`config.mk`:
```
export PLATFORM = sky130hd
export DESIGN_NAME = ctrl_pipe
export DESIGN_NICKNAME = d
export VERILOG_FILES = /design/src/rtl/ctrl_pipe.sv
export SDC_FILE = /design/constraint.sdc
export NUM_CORES = 1
export LEC_CHECK = 0
export ABC_AREA = 1
export CORE_UTILIZATION = 40
export CTS_CLUSTER_SIZE = 40
export DETAILED_ROUTE_END_ITERATION = 7
export PLACE_DENSITY = 0.72
export SLEW_MARGIN = 20
export SYNTH_ARGS = -nofsm -noshare
export SYNTH_HDL_FRONTEND = slang
export SYNTH_SLANG_ARGS = --single-unit
```
`constraint.sdc`:
```
create_clock -name clk -period 2 [get_ports clk]
set_clock_uncertainty 0.15 [all_clocks]
set_input_delay 0.4 -clock clk [delete_from_list [all_inputs] [get_ports clk]]
set_output_delay 0.4 -clock clk [all_outputs]
set_load 0.02 [all_outputs]
```
`src/rtl/ctrl_pipe.sv`:
```
// ctrl_pipe: registered decode stage between fetch and execute.
// Decodes opcode/func into the control bundle, holds it in an output
// register behind a valid/ready handshake, inserts a single bubble on a
// load-use hazard and blocks issue while a DIVU occupies the divider.
//
// Handshake: a transfer happens on a rising edge where valid and ready are
// both high. in_ready depends only on current state and inputs and never on
// in_valid. Once out_valid is high the bundle is held unchanged until
// out_ready is seen high, unless rst or flush squashes it.
//
// Local encodings:
//   out_cb       0 nojump, 1 br_beq, 2 br_j
//   out_mwa_sel  0 rt, 1 rd
//   out_mwd_sel  0 alu result, 1 memory data
//   out_alu1_sel 0 rs, 1 shamt
//   out_alu2_sel 0 rt, 1 sign-extended imm, 2 zero-extended imm
//   out_alu_sel  0 direct1, 1 add, 2 sub, 3 or, 4 sll, 5 srl, 6 lui, 7 divu
module ctrl_pipe #(
    parameter int ALU_SEL_WIDTH = 4,
    parameter int DIV_LAT       = 32,
    parameter bit LOAD_USE_EN   = 1'b1
) (
    input  logic                     clk,
    input  logic                     rst,
    input  logic                     in_valid,
    output logic                     in_ready,
    input  logic [5:0]               in_opcode,
    input  logic [5:0]               in_func,
    input  logic [4:0]               in_rs,
    input  logic [4:0]               in_rt,
    input  logic [4:0]               in_rd,
    input  logic                     flush,
    output logic                     out_valid,
    input  logic                     out_ready,
    output logic [3:0]               out_cb,
    output logic                     out_dmem_we,
    output logic                     out_reg_we,
    output logic                     out_mwa_sel,
    output logic                     out_mwd_sel,
    output logic [ALU_SEL_WIDTH-1:0] out_alu_sel,
    output logic [1:0]               out_alu1_sel,
    output logic [1:0]               out_alu2_sel,
    output logic [4:0]               out_wa,
    output logic                     out_illegal,
    output logic                     busy
);

    localparam int CNT_W = ($clog2(DIV_LAT) > 1) ? $clog2(DIV_LAT) : 1;
    // DIV_WAIT covers DIV_LAT-1 cycles; the counter runs reload..0.
    localparam logic [CNT_W-1:0] DIV_RELOAD = CNT_W'((DIV_LAT > 1) ? DIV_LAT - 2 : 0);

    localparam logic [5:0] OP_RTYPE = 6'b000000;
    localparam logic [5:0] OP_LUI   = 6'b001111;
    localparam logic [5:0] OP_ADDIU = 6'b001001;
    localparam logic [5:0] OP_LW    = 6'b100011;
    localparam logic [5:0] OP_SW    = 6'b101011;
    localparam logic [5:0] OP_BEQ   = 6'b000100;
    localparam logic [5:0] OP_J     = 6'b000010;
    localparam logic [5:0] OP_ORI   = 6'b001101;

    localparam logic [5:0] FN_ADD   = 6'b100000;
    localparam logic [5:0] FN_ADDU  = 6'b100001;
    localparam logic [5:0] FN_SUB   = 6'b100010;
    localparam logic [5:0] FN_DIVU  = 6'b011011;
    localparam logic [5:0] FN_SLL   = 6'b000000;
    localparam logic [5:0] FN_SRL   = 6'b000010;

    localparam logic [3:0] CB_NOJUMP = 4'd0;
    localparam logic [3:0] CB_BEQ    = 4'd1;
    localparam logic [3:0] CB_J      = 4'd2;

    localparam logic [ALU_SEL_WIDTH-1:0] ALU_DIRECT1 = ALU_SEL_WIDTH'(0);
    localparam logic [ALU_SEL_WIDTH-1:0] ALU_ADD     = ALU_SEL_WIDTH'(1);
    localparam logic [ALU_SEL_WIDTH-1:0] ALU_SUB     = ALU_SEL_WIDTH'(2);
    localparam logic [ALU_SEL_WIDTH-1:0] ALU_OR      = ALU_SEL_WIDTH'(3);
    localparam logic [ALU_SEL_WIDTH-1:0] ALU_SLL     = ALU_SEL_WIDTH'(4);
    localparam logic [ALU_SEL_WIDTH-1:0] ALU_SRL     = ALU_SEL_WIDTH'(5);
    localparam logic [ALU_SEL_WIDTH-1:0] ALU_LUI     = ALU_SEL_WIDTH'(6);
    localparam logic [ALU_SEL_WIDTH-1:0] ALU_DIVU    = ALU_SEL_WIDTH'(7);

    typedef struct packed {
        logic [3:0]               cb;
        logic                     dmem_we;
        logic                     reg_we;
        logic                     mwa_sel;
        logic                     mwd_sel;
        logic [ALU_SEL_WIDTH-1:0] alu_sel;
        logic [1:0]               alu1_sel;
        logic [1:0]               alu2_sel;
        logic [4:0]               wa;
        logic                     illegal;
    } bundle_t;

    typedef enum logic {RUN = 1'b0, DIV_WAIT = 1'b1} state_t;

    state_t           state;
    logic [CNT_W-1:0] cnt;
    bundle_t          dec;
    bundle_t          held;
    logic             held_lw;
    logic             dec_lw;
    logic             dec_divu;
    logic             reads_rs;
    logic             reads_rt;
    logic             hazard;
    logic             accept;

    // Decode the incoming instruction into a candidate bundle and hazard info.
    always_comb begin
        dec      = '0;
        dec.cb   = CB_NOJUMP;
        dec_lw   = 1'b0;
        dec_divu = 1'b0;
        reads_rs = 1'b0;
        reads_rt = 1'b0;
        if (in_opcode == OP_RTYPE) begin
            case (in_func)
                FN_ADD, FN_ADDU: begin
                    dec.reg_we = 1'b1; dec.mwa_sel = 1'b1; dec.alu_sel = ALU_ADD;
                    reads_rs = 1'b1; reads_rt = 1'b1;
                end
                FN_SUB: begin
                    dec.reg_we = 1'b1; dec.mwa_sel = 1'b1; dec.alu_sel = ALU_SUB;
                    reads_rs = 1'b1; reads_rt = 1'b1;
                end
                FN_DIVU: begin
                    // Quotient lands in the divider's own registers, not the file.
                    dec.alu_sel = ALU_DIVU; dec_divu = 1'b1;
                    reads_rs = 1'b1; reads_rt = 1'b1;
                end
                FN_SLL: begin
                    dec.reg_we = 1'b1; dec.mwa_sel = 1'b1; dec.alu_sel = ALU_SLL;
                    dec.alu1_sel = 2'd1; reads_rt = 1'b1;
                end
                FN_SRL: begin
                    dec.reg_we = 1'b1; dec.mwa_sel = 1'b1; dec.alu_sel = ALU_SRL;
                    dec.alu1_sel = 2'd1; reads_rt = 1'b1;
                end
                default: dec.illegal = 1'b1;
            endcase
        end else begin
            case (in_opcode)
                OP_LUI: begin
                    dec.reg_we = 1'b1; dec.alu_sel = ALU_LUI; dec.alu2_sel = 2'd2;
                end
                OP_ADDIU: begin
                    dec.reg_we = 1'b1; dec.alu_sel = ALU_ADD; dec.alu2_sel = 2'd1;
                    reads_rs = 1'b1;
                end
                OP_LW: begin
                    dec.reg_we = 1'b1; dec.mwd_sel = 1'b1; dec.alu_sel = ALU_ADD;
                    dec.alu2_sel = 2'd1; dec_lw = 1'b1; reads_rs = 1'b1;
                end
                OP_SW: begin
                    dec.dmem_we = 1'b1; dec.alu_sel = ALU_ADD; dec.alu2_sel = 2'd1;
                    reads_rs = 1'b1; reads_rt = 1'b1;
                end
                OP_BEQ: begin
                    dec.cb = CB_BEQ; dec.alu_sel = ALU_SUB;
                    reads_rs = 1'b1; reads_rt = 1'b1;
                end
                OP_J: begin
                    dec.cb = CB_J; dec.alu_sel = ALU_DIRECT1;
                end
                OP_ORI: begin
                    dec.reg_we = 1'b1; dec.alu_sel = ALU_OR; dec.alu2_sel = 2'd2;
                    reads_rs = 1'b1;
                end
                default: dec.illegal = 1'b1;
            endcase
        end
        if (dec.reg_we) begin
            dec.wa = dec.mwa_sel ? in_rd : in_rt;
        end
    end

    // A held load whose target is read by the incoming instruction blocks issue.
    assign hazard = LOAD_USE_EN && out_valid && held_lw && (held.wa != 5'd0) &&
                    ((reads_rs && (in_rs == held.wa)) || (reads_rt && (in_rt == held.wa)));

    assign in_ready = !rst && !flush && (state == RUN) && !hazard && (!out_valid || out_ready);
    assign accept   = in_valid && in_ready;
    assign busy     = (state == DIV_WAIT);

    // Divider FSM and output register; bubbles clear the whole bundle.
    always_ff @(posedge clk) begin
        if (rst) begin
            state     <= RUN;
            cnt       <= '0;
            held      <= '0;
            held_lw   <= 1'b0;
            out_valid <= 1'b0;
        end else if (flush) begin
            state     <= RUN;
            cnt       <= '0;
            held      <= '0;
            held_lw   <= 1'b0;
            out_valid <= 1'b0;
        end else begin
            if (state == DIV_WAIT) begin
                if (cnt == '0) begin
                    state <= RUN;
                end else begin
                    cnt <= cnt - 1'b1;
                end
            end else if (accept && dec_divu && (DIV_LAT > 1)) begin
                state <= DIV_WAIT;
                cnt   <= DIV_RELOAD;
            end

            if (accept) begin
                held      <= dec;
                held_lw   <= dec_lw;
                out_valid <= 1'b1;
            end else if (out_ready) begin
                held      <= '0;
                held_lw   <= 1'b0;
                out_valid <= 1'b0;
            end
        end
    end

    assign out_cb       = held.cb;
    assign out_dmem_we  = held.dmem_we;
    assign out_reg_we   = held.reg_we;
    assign out_mwa_sel  = held.mwa_sel;
    assign out_mwd_sel  = held.mwd_sel;
    assign out_alu_sel  = held.alu_sel;
    assign out_alu1_sel = held.alu1_sel;
    assign out_alu2_sel = held.alu2_sel;
    assign out_wa       = held.wa;
    assign out_illegal  = held.illegal;

endmodule

```
### Yosys cells after proc, flatten, opt, wreduce, memory -nomap -nowiden

Index checks and enable logic that the tools add are counted.

* register bits: 30
* input port bits: 32
* output and inout bits: 25

* add/sub/neg operators: 1
* eq/ne operators: 15
* multiplexer cells: 40
* bitwise gates (word level): 1
* reductions and logical operators: 36

Operators by type and width (count)
* 22-bit 2-to-1 mux: 2
* 6-bit == test (second input constant): 5
* 5-bit 2-to-1 mux: 6
* 1-bit 2-to-1 mux: 24
* 6-bit by 4-bit == test with 1-bit output (second input constant): 3
* 3-bit one-hot mux with 5 select lines: 1
* 6-bit by 2-bit == test with 1-bit output (second input constant): 2
* 6-bit logical NOT: 2
* 3-bit one-hot mux with 4 select lines: 1
* 1-bit logical AND: 11
* 5-bit == test: 2
* 2-bit OR reduction: 5
* 5-bit OR reduction: 2
* 2-bit one-hot mux with 2 select lines: 2
* 4-bit OR reduction: 2
* 7-bit OR reduction: 1
* 6-bit by 3-bit == test with 1-bit output (second input constant): 1
* 6-bit by 5-bit == test with 1-bit output (second input constant): 1
* 2-bit 2-to-1 mux: 3
* 6-bit OR reduction: 1
* 5-bit logical NOT: 1
* 5-bit nonzero test: 1
* 5-bit by 1-bit subtractor with 5-bit output (second input constant): 1
* 1-bit logical NOT: 4
* other kinds (7): 9

### Longest topological paths before layout

Gate-level depths: netlist of run 1.

* depth in word-level cells: 14
* gate-level depth with buffers: 13

### Least setup slack after synthesis of run 1

No wires, ideal clock.

* path type: input to output
* start: input port flush
* end: output port in_ready
* arrival: 1.385 ns
* data required time: 1.450 ns
* slack: 0.065 ns
* cell stages on the path: 5
* buffers on the path: 1
* cells stage by stage: nor2_1 -> inv_1 -> nor2_2 -> a21boi_1 -> buf_2

* cells in the longest elaborated chain, start to end: 5

Ends and longest elaborated chain
* start: declaration: RTL line 32 `input logic flush,`
* 1-bit logical NOT: RTL line 181 `assign in_ready = !rst && !flush && (state == RUN) && !hazard && (!out_valid || out_ready);`
* 1-bit logical AND (4 in a row): RTL line 181
* end: declaration: RTL line 26 `output logic in_ready,`

No other way between the ends.

### Worst setup path in the final report of run 1

* start: input port in_func[2]
* end: output port in_ready

* cells in the longest elaborated chain, start to end: 10

Ends and longest elaborated chain
* start: declaration: RTL line 28 `input logic [5:0] in_func,`
* 6-bit by 2-bit == test with 1-bit output (tied with other cells): RTL line 117 `case (in_func)`
* 6-bit OR reduction (no source line) / 4-bit OR reduction (equally long branches)
* 1-bit 2-to-1 mux: RTL line 117
* 1-bit 2-to-1 mux: RTL line 116 `if (in_opcode == OP_RTYPE) begin`
* 1-bit logical AND: RTL line 179 `((reads_rs && (in_rs == held.wa)) || (reads_rt && (in_rt == held.wa)));`
* 1-bit logical OR *: RTL line 179
* 1-bit logical AND *: RTL line 178 `assign hazard = LOAD_USE_EN && out_valid && held_lw && (held.wa != 5'd0) &&`
* 1-bit logical NOT *: RTL line 181
* 1-bit logical AND * (2 in a row): RTL line 181

Every way passes the cells marked *; elsewhere a longest branch is shown, timed or not.

==> results_dict.tcl, run 1 <==
set metrics [dict create \
    cts.sinks 25 \
    critPathLaunchType "input port" \
    track_usage 0.234 \
    avgSynthCellArea_um2 6.33 \
    via_per_inst 5.12 \
    required_ps 1450 \
    clkTransAtPathRegs_ps 100 \
    synth_cell_types 33 \
    path_class "in -> out" \
    finalPower_uw 1030 \
    final_hold_viol_count 0 \
    hold_path.class "reg -> reg" \
    hold_path_end "cnt[0]" \
    clkLatencyLatePin_ps 270 \
    netlist_instances 265 \
    drt_first_pass_iters 4 \
    hpwl_um 3560 \
    worst_r2r_endpoint "out_dmem_we" \
    initial_core_util 0.419 \
    fp-row-count 23 \
    power_density_nw_per_um2 377 \
    antenna_cells 0 \
    vias 2151 \
    cp-end-kind "primary output" \
    grt_max_degree 21 \
    worst_path_max_delay_cell "clkdlybuf4s15_2" \
    drc 0 \
    fin_nets 405 \
    pre_cts_slack_ps -891 \
    die_h_um 66.8 \
    worstHoldPathCells 1 \
    die_w_um 66.8 \
    core_um2 4000 \
    wl_per_cell_um 12.3 \
    instances_no_fill 420 \
    final_util 0.683 \
    grt_pass1_wl_um 8090 \
    path_delay_family "simple AND/OR/NAND/NOR gates" \
    ys_seq_area_frac 0.298 \
    worstHoldStart "cnt[0]" \
    htree_num_levels 1 \
    clockBufferDepth 2 \
    fmax_mhz 487 \
    gp_congestion 0.893 \
    min_period_ps 2050 \
    finalSetupViolations 1 \
    period_share 1.03 \
    syn_area_um2 1680 \
    drtIter0Drc 119 \
    path_cells "clkdlybuf4s15_2 > nor2_2 > nand3_1 > nand2_1 > nand2_2 > nand3_1 > nand2_1 > nand2_2 > a21boi_4 > buf_6" \
    dp_cells 400 \
    cts_made_buffers 3 \
    arrival_ps 1500 \
    cap_violations 0 \
    slowest_delay_ps 200 \
    rsz0062_at_grt "yes" \
    regToRegSetupSlack_ps 60 \
    ys_ff_latch 25 \
    r2r_start "out_wa[4]" \
    power.static_leakage_uw 0.00125 \
    reg2reg_depth 12 \
    grt_antenna_before_repair 0 \
    wl_um 5190 \
    fillers 337 \
    die_area_um2 4460 \
    ant_nets 0 \
    clockRootBuffer "clkbuf_8" \
    io_pins 57 \
    cts_tree "done" \
    syn2layout_area_growth_pct 62.7 \
    io_buffers 52 \
    drv_slew 0 \
    whs_ps 319 \
    critPathBufInv 2 \
    violations "setup timing" \
    path_max_fanout 3 \
    ir_drop_uv 379 \
    hold_buffers 0 \
    run_status "finished, violations left" \
    grt_pass1_vias 1969 \
    drive_gt1_frac 0.343 \
    yosysWarnings 0 \
    grt-ovfl-total 0 \
    worst_slack_ps -53.0 \
]
timing repair:
item | CTS | global route
setup endpoints to repair | 26 | 13
cloned | 0 | 1
gates resized for setup | 94 | 13
pin swaps | 27 | 9
setup buffers | 13 | 2
worst reg2reg max path, stage by stage (launching register included):
cell and delay (ps):
dfxtp_2 370, o22ai_1 160, inv_1 60, nand2_1 80, nor2_2 50, nand2_1 60
nand2_2 70, buf_4 140, nand2_4 90, nand3_4 130, buf_12 180, or2_4 220
a21oi_2 120
state kept, by name, indices dropped and copies added (netlist names), 2 cells and up:
name,cells
out_alu_sel,3
out_cb,2
cnt,5
out_alu2_sel,2
out_wa,5
final cells by class:
cell class / instances / area (µm²) / area share
multi-input cells: 196 / 1080 / 0.395
repair buffers: 109 / 897 / 0.329
flip-flops and latches: 25 / 509 / 0.187
inverters: 36 / 135 / 0.0495
well taps: 50 / 62.6 / 0.0229
clock buffers: 3 / 41.3 / 0.0151
clock inverters: 1 / 7.51 / 0.00275
Yosys cell counts (all sizes together):
library cell,number,area (µm²)
o211ai,1,7.51
clkbuf,2,7.51
xnor2,2,17.5
nand3,49,273
xor2,1,8.76
nand2,52,208
or2,3,18.8
a21oi,30,150
o21ai,10,50.1
nor2,28,120
a21boi,1,7.51
a31oi,2,12.5
clkinv,1,3.75
ha,2,25.0
conb,1,3.75
buf,10,66.3
inv,35,131
nor3,2,10.0
dfxtp,25,500
o22ai,1,6.26
nand4,7,50.1
worst max path at each step:
stage	start	endpoint	slack, ps	depth (start not counted)
after floorplan	flush	in_ready	60	5
after global placement	in_opcode[1]	in_ready	-860	10
after detailed placement	in_opcode[1]	in_ready	-890	11
after CTS	out_wa[1]	in_ready	-20	8
after global routing	out_wa[2]	in_ready	-130	6
final	in_func[2]	in_ready	-50	10
layer usage:
layer,vias up,part of all wire,global-route usage
met5,-,0,0
met4,0,0.016,0.0745
met3,9,0.050,0.0325
met2,62,0.50,0.433
met1,998,0.44,0.271
li1,1082,-,-
cells in the final DEF, fill, tap and decap left out, drive strengths merged, types with 7 or more instances in the layout:
master,instances
nand2,52
nor2,28
dlygate4sd2,12
nand4,7
nand3,50
buf,69
clkdlybuf4s50,27
a21oi,30
dfxtp,25
o21ai,10
inv,35
power by group:
part	total, µW	switching, µW	internal (µW)
Combinational	213	112	101
Sequential	498	0.903	497
Clock	317	176	141
through the flow:
step / cell area (µm²) / TNS (ps)
3_5_place_dp: 2530 / -11660
4_1_cts: 2670 / -17.2
2_1_floorplan: 1690 / 0
5_1_grt: 2730 / -179
3_3_place_gp: 2530 / -11090
6_report: 2730 / -53.0
logic make-up (layout without fill, tap and decap cells):
kind of cell / Yosys count / after routing / synth area share
xor gates and xnor gates: 3 / 3 / 0.0157
DFF: 25 / 25 / 0.298
AOI/OAI and AO/OA: 45 / 45 / 0.139
buffers and inverters: 48 / 149 / 0.125
and+or+nand+nor: 141 / 142 / 0.405
adders and majority gates: 2 / 2 / 0.0149
other: 1 / 4 / 0.00223
Power figures use the tool's default switching activity.
==> run 2: changes to the inputs <==
--- a/config.mk
+++ b/config.mk
@@ -6,10 +6,12 @@
 export NUM_CORES = 1
 export LEC_CHECK = 0
 export ABC_AREA = 1
+export CORE_MARGIN = 3
 export CORE_UTILIZATION = 40
 export CTS_CLUSTER_SIZE = 40
 export DETAILED_ROUTE_END_ITERATION = 7
 export PLACE_DENSITY = 0.72
+export REMOVE_ABC_BUFFERS = 1
 export SLEW_MARGIN = 20
 export SYNTH_ARGS = -nofsm -noshare
 export SYNTH_HDL_FRONTEND = slang
==> constraint.sdc (replaced) <==
create_clock -name clk -period 1.98 [get_ports clk]
set_clock_uncertainty 0.15 [all_clocks]
set_input_delay 0.396 -clock clk [delete_from_list [all_inputs] [get_ports clk]]
set_output_delay 0.396 -clock clk [all_outputs]
set_load 0.02 [all_outputs]
==> results_dict.tcl, run 2 (synthesis gave the netlist of run 1 again) <==
set metrics [dict create \
    ir_drop_uv 473 \
    initial_core_util 0.435 \
    final_cell_mix "55 x buf_4, 43 x nand2_1, 41 x nand3_1" \
    drc 0 \
    worst_r2r_endpoint "out_alu_sel[0]" \
    worst_slack_ps -52.3 \
    wl_um 5620 \
    ant_nets 0 \
    die_w_um 70.8 \
    rsz0062_at_grt "yes" \
    clockRootBuffer "clkbuf_8" \
    r2r_start "out_wa[4]" \
    grt-ovfl-total 0 \
    path_class "in -> out" \
    worstHoldPathCells 1 \
    critPathLaunchType "input port" \
    via_per_inst 5.19 \
    required_ps 1430 \
    period_share 1.03 \
    track_usage 0.212 \
    arrival_ps 1490 \
    grt_pass1_wl_um 8850 \
    die_area_um2 5010 \
    place_area_um2 2480 \
    gp_congestion 0.905 \
    io_pins 57 \
    drive_gt1_frac 0.348 \
    cts_tree "done" \
    worstHoldStart "cnt[0]" \
    design_area_um2 2740 \
    clockBufferDepth 2 \
    antenna_cells 0 \
    layout_commonest_cell "buf_4" \
    clkLatencyLatePin_ps 280 \
    grt_antenna_before_repair 0 \
    reg2reg_depth 11 \
    cp-end-kind "primary output" \
    final_util 0.712 \
    vias 2159 \
    drv_slew 0 \
    fp-row-count 22 \
    wl_per_cell_um 13.5 \
    io_buffers 52 \
    dp_cells 394 \
    grt_max_degree 21 \
    fin_nets 403 \
    whs_ps 321 \
    clkTransAtPathRegs_ps 90 \
    hold_path_end "cnt[0]" \
    pre_cts_slack_ps -886 \
    violations "setup timing" \
    hpwl_um 3810 \
    hold_path.class "reg -> reg" \
    htree_num_levels 1 \
    finalSetupViolations 1 \
    cts.sinks 25 \
    regToRegSetupSlack_ps 100 \
    final_hold_viol_count 0 \
    cap_violations 0 \
    hold_buffers 0 \
    drtIter0Drc 134 \
    min_period_ps 2030 \
    power_density_nw_per_um2 384 \
    instances_no_fill 416 \
    fmax_mhz 492 \
    path_max_fanout 4 \
    die_h_um 70.8 \
    run_status "finished, violations left" \
    power.static_leakage_uw 0.00129 \
    syn2layout_area_growth_pct 63.5 \
    core_um2 3850 \
    cts_made_buffers 3 \
    drt_first_pass_iters 4 \
    grt_pass1_vias 2040 \
]
## run 2: cell type report
type / count / area, µm²
Multi-Input combinational cell: 196 / 1110
Fill cell: 332 / 1110
Timing Repair Buffer: 107 / 876
Sequential cell: 25 / 509
Inverter: 36 / 135
Tap cell: 48 / 60.1
Clock buffer: 3 / 41.3
Clock inverter: 1 / 7.51
## run 2: critical path, cell delays in order
cell	delay (ps)
buf_2	130
nand2_2	70
inv_2	50
nand3_2	80
nand2_2	70
nor2_2	140
nand2_1	70
nand2_1	90
nand2_2	80
a21boi_4	160
buf_6	140
## run 2: report_power, final
part,switching [µW],total [µW],internal (µW)
Clock,174,317,143
Combinational,124,232,109
Sequential,0.830,503,502
Total,298,1050,754
## run 2: stage by stage
stage	total power, µW	setup TNS (ps)
4_1_cts	1050	-16.6
3_5_place_dp	715	-13150
6_report	1050	-52.3
3_3_place_gp	714	-12200
5_1_grt	1100	-297
2_1_floorplan	589	-4660
## run 2: timing repair
item                       4_1_cts  5_1_grt
cloned                           0        1
gates resized for setup        101       17
pin swaps                       25       14
setup endpoints to repair       28       20
setup buffers                   14        3
## run 2: worst max path at each step
stage                     slack [ps]    startpoint  cells after the start        to
after global routing            -110     out_wa[3]                      8  in_ready
after floorplan                 -450         flush                      4  in_ready
final                            -50  in_opcode[0]                     11  in_ready
after global placement          -840  in_opcode[4]                     10  in_ready
after detailed placement        -890  in_opcode[1]                     11  in_ready
after CTS                        -20     out_wa[2]                      9  in_ready
## run 2: per-layer routing
layer,up-vias,global-route usage,wire (µm)
li1,1076,-,-
met1,981,0.273,2450
met2,90,0.369,2670
met3,12,0.0369,410
met4,0,0.0501,93
met5,-,0,0
==> run 3: changes to the inputs <==
--- a/config.mk
+++ b/config.mk
@@ -8,7 +8,7 @@
 export ABC_AREA = 1
 export CORE_MARGIN = 3
 export CORE_UTILIZATION = 40
-export CTS_CLUSTER_SIZE = 40
+export CTS_CLUSTER_SIZE = 12
 export DETAILED_ROUTE_END_ITERATION = 7
 export PLACE_DENSITY = 0.72
 export REMOVE_ABC_BUFFERS = 1
==> results of run 3 <==
Final layout, timing and power as in run 2 (identical DEF).
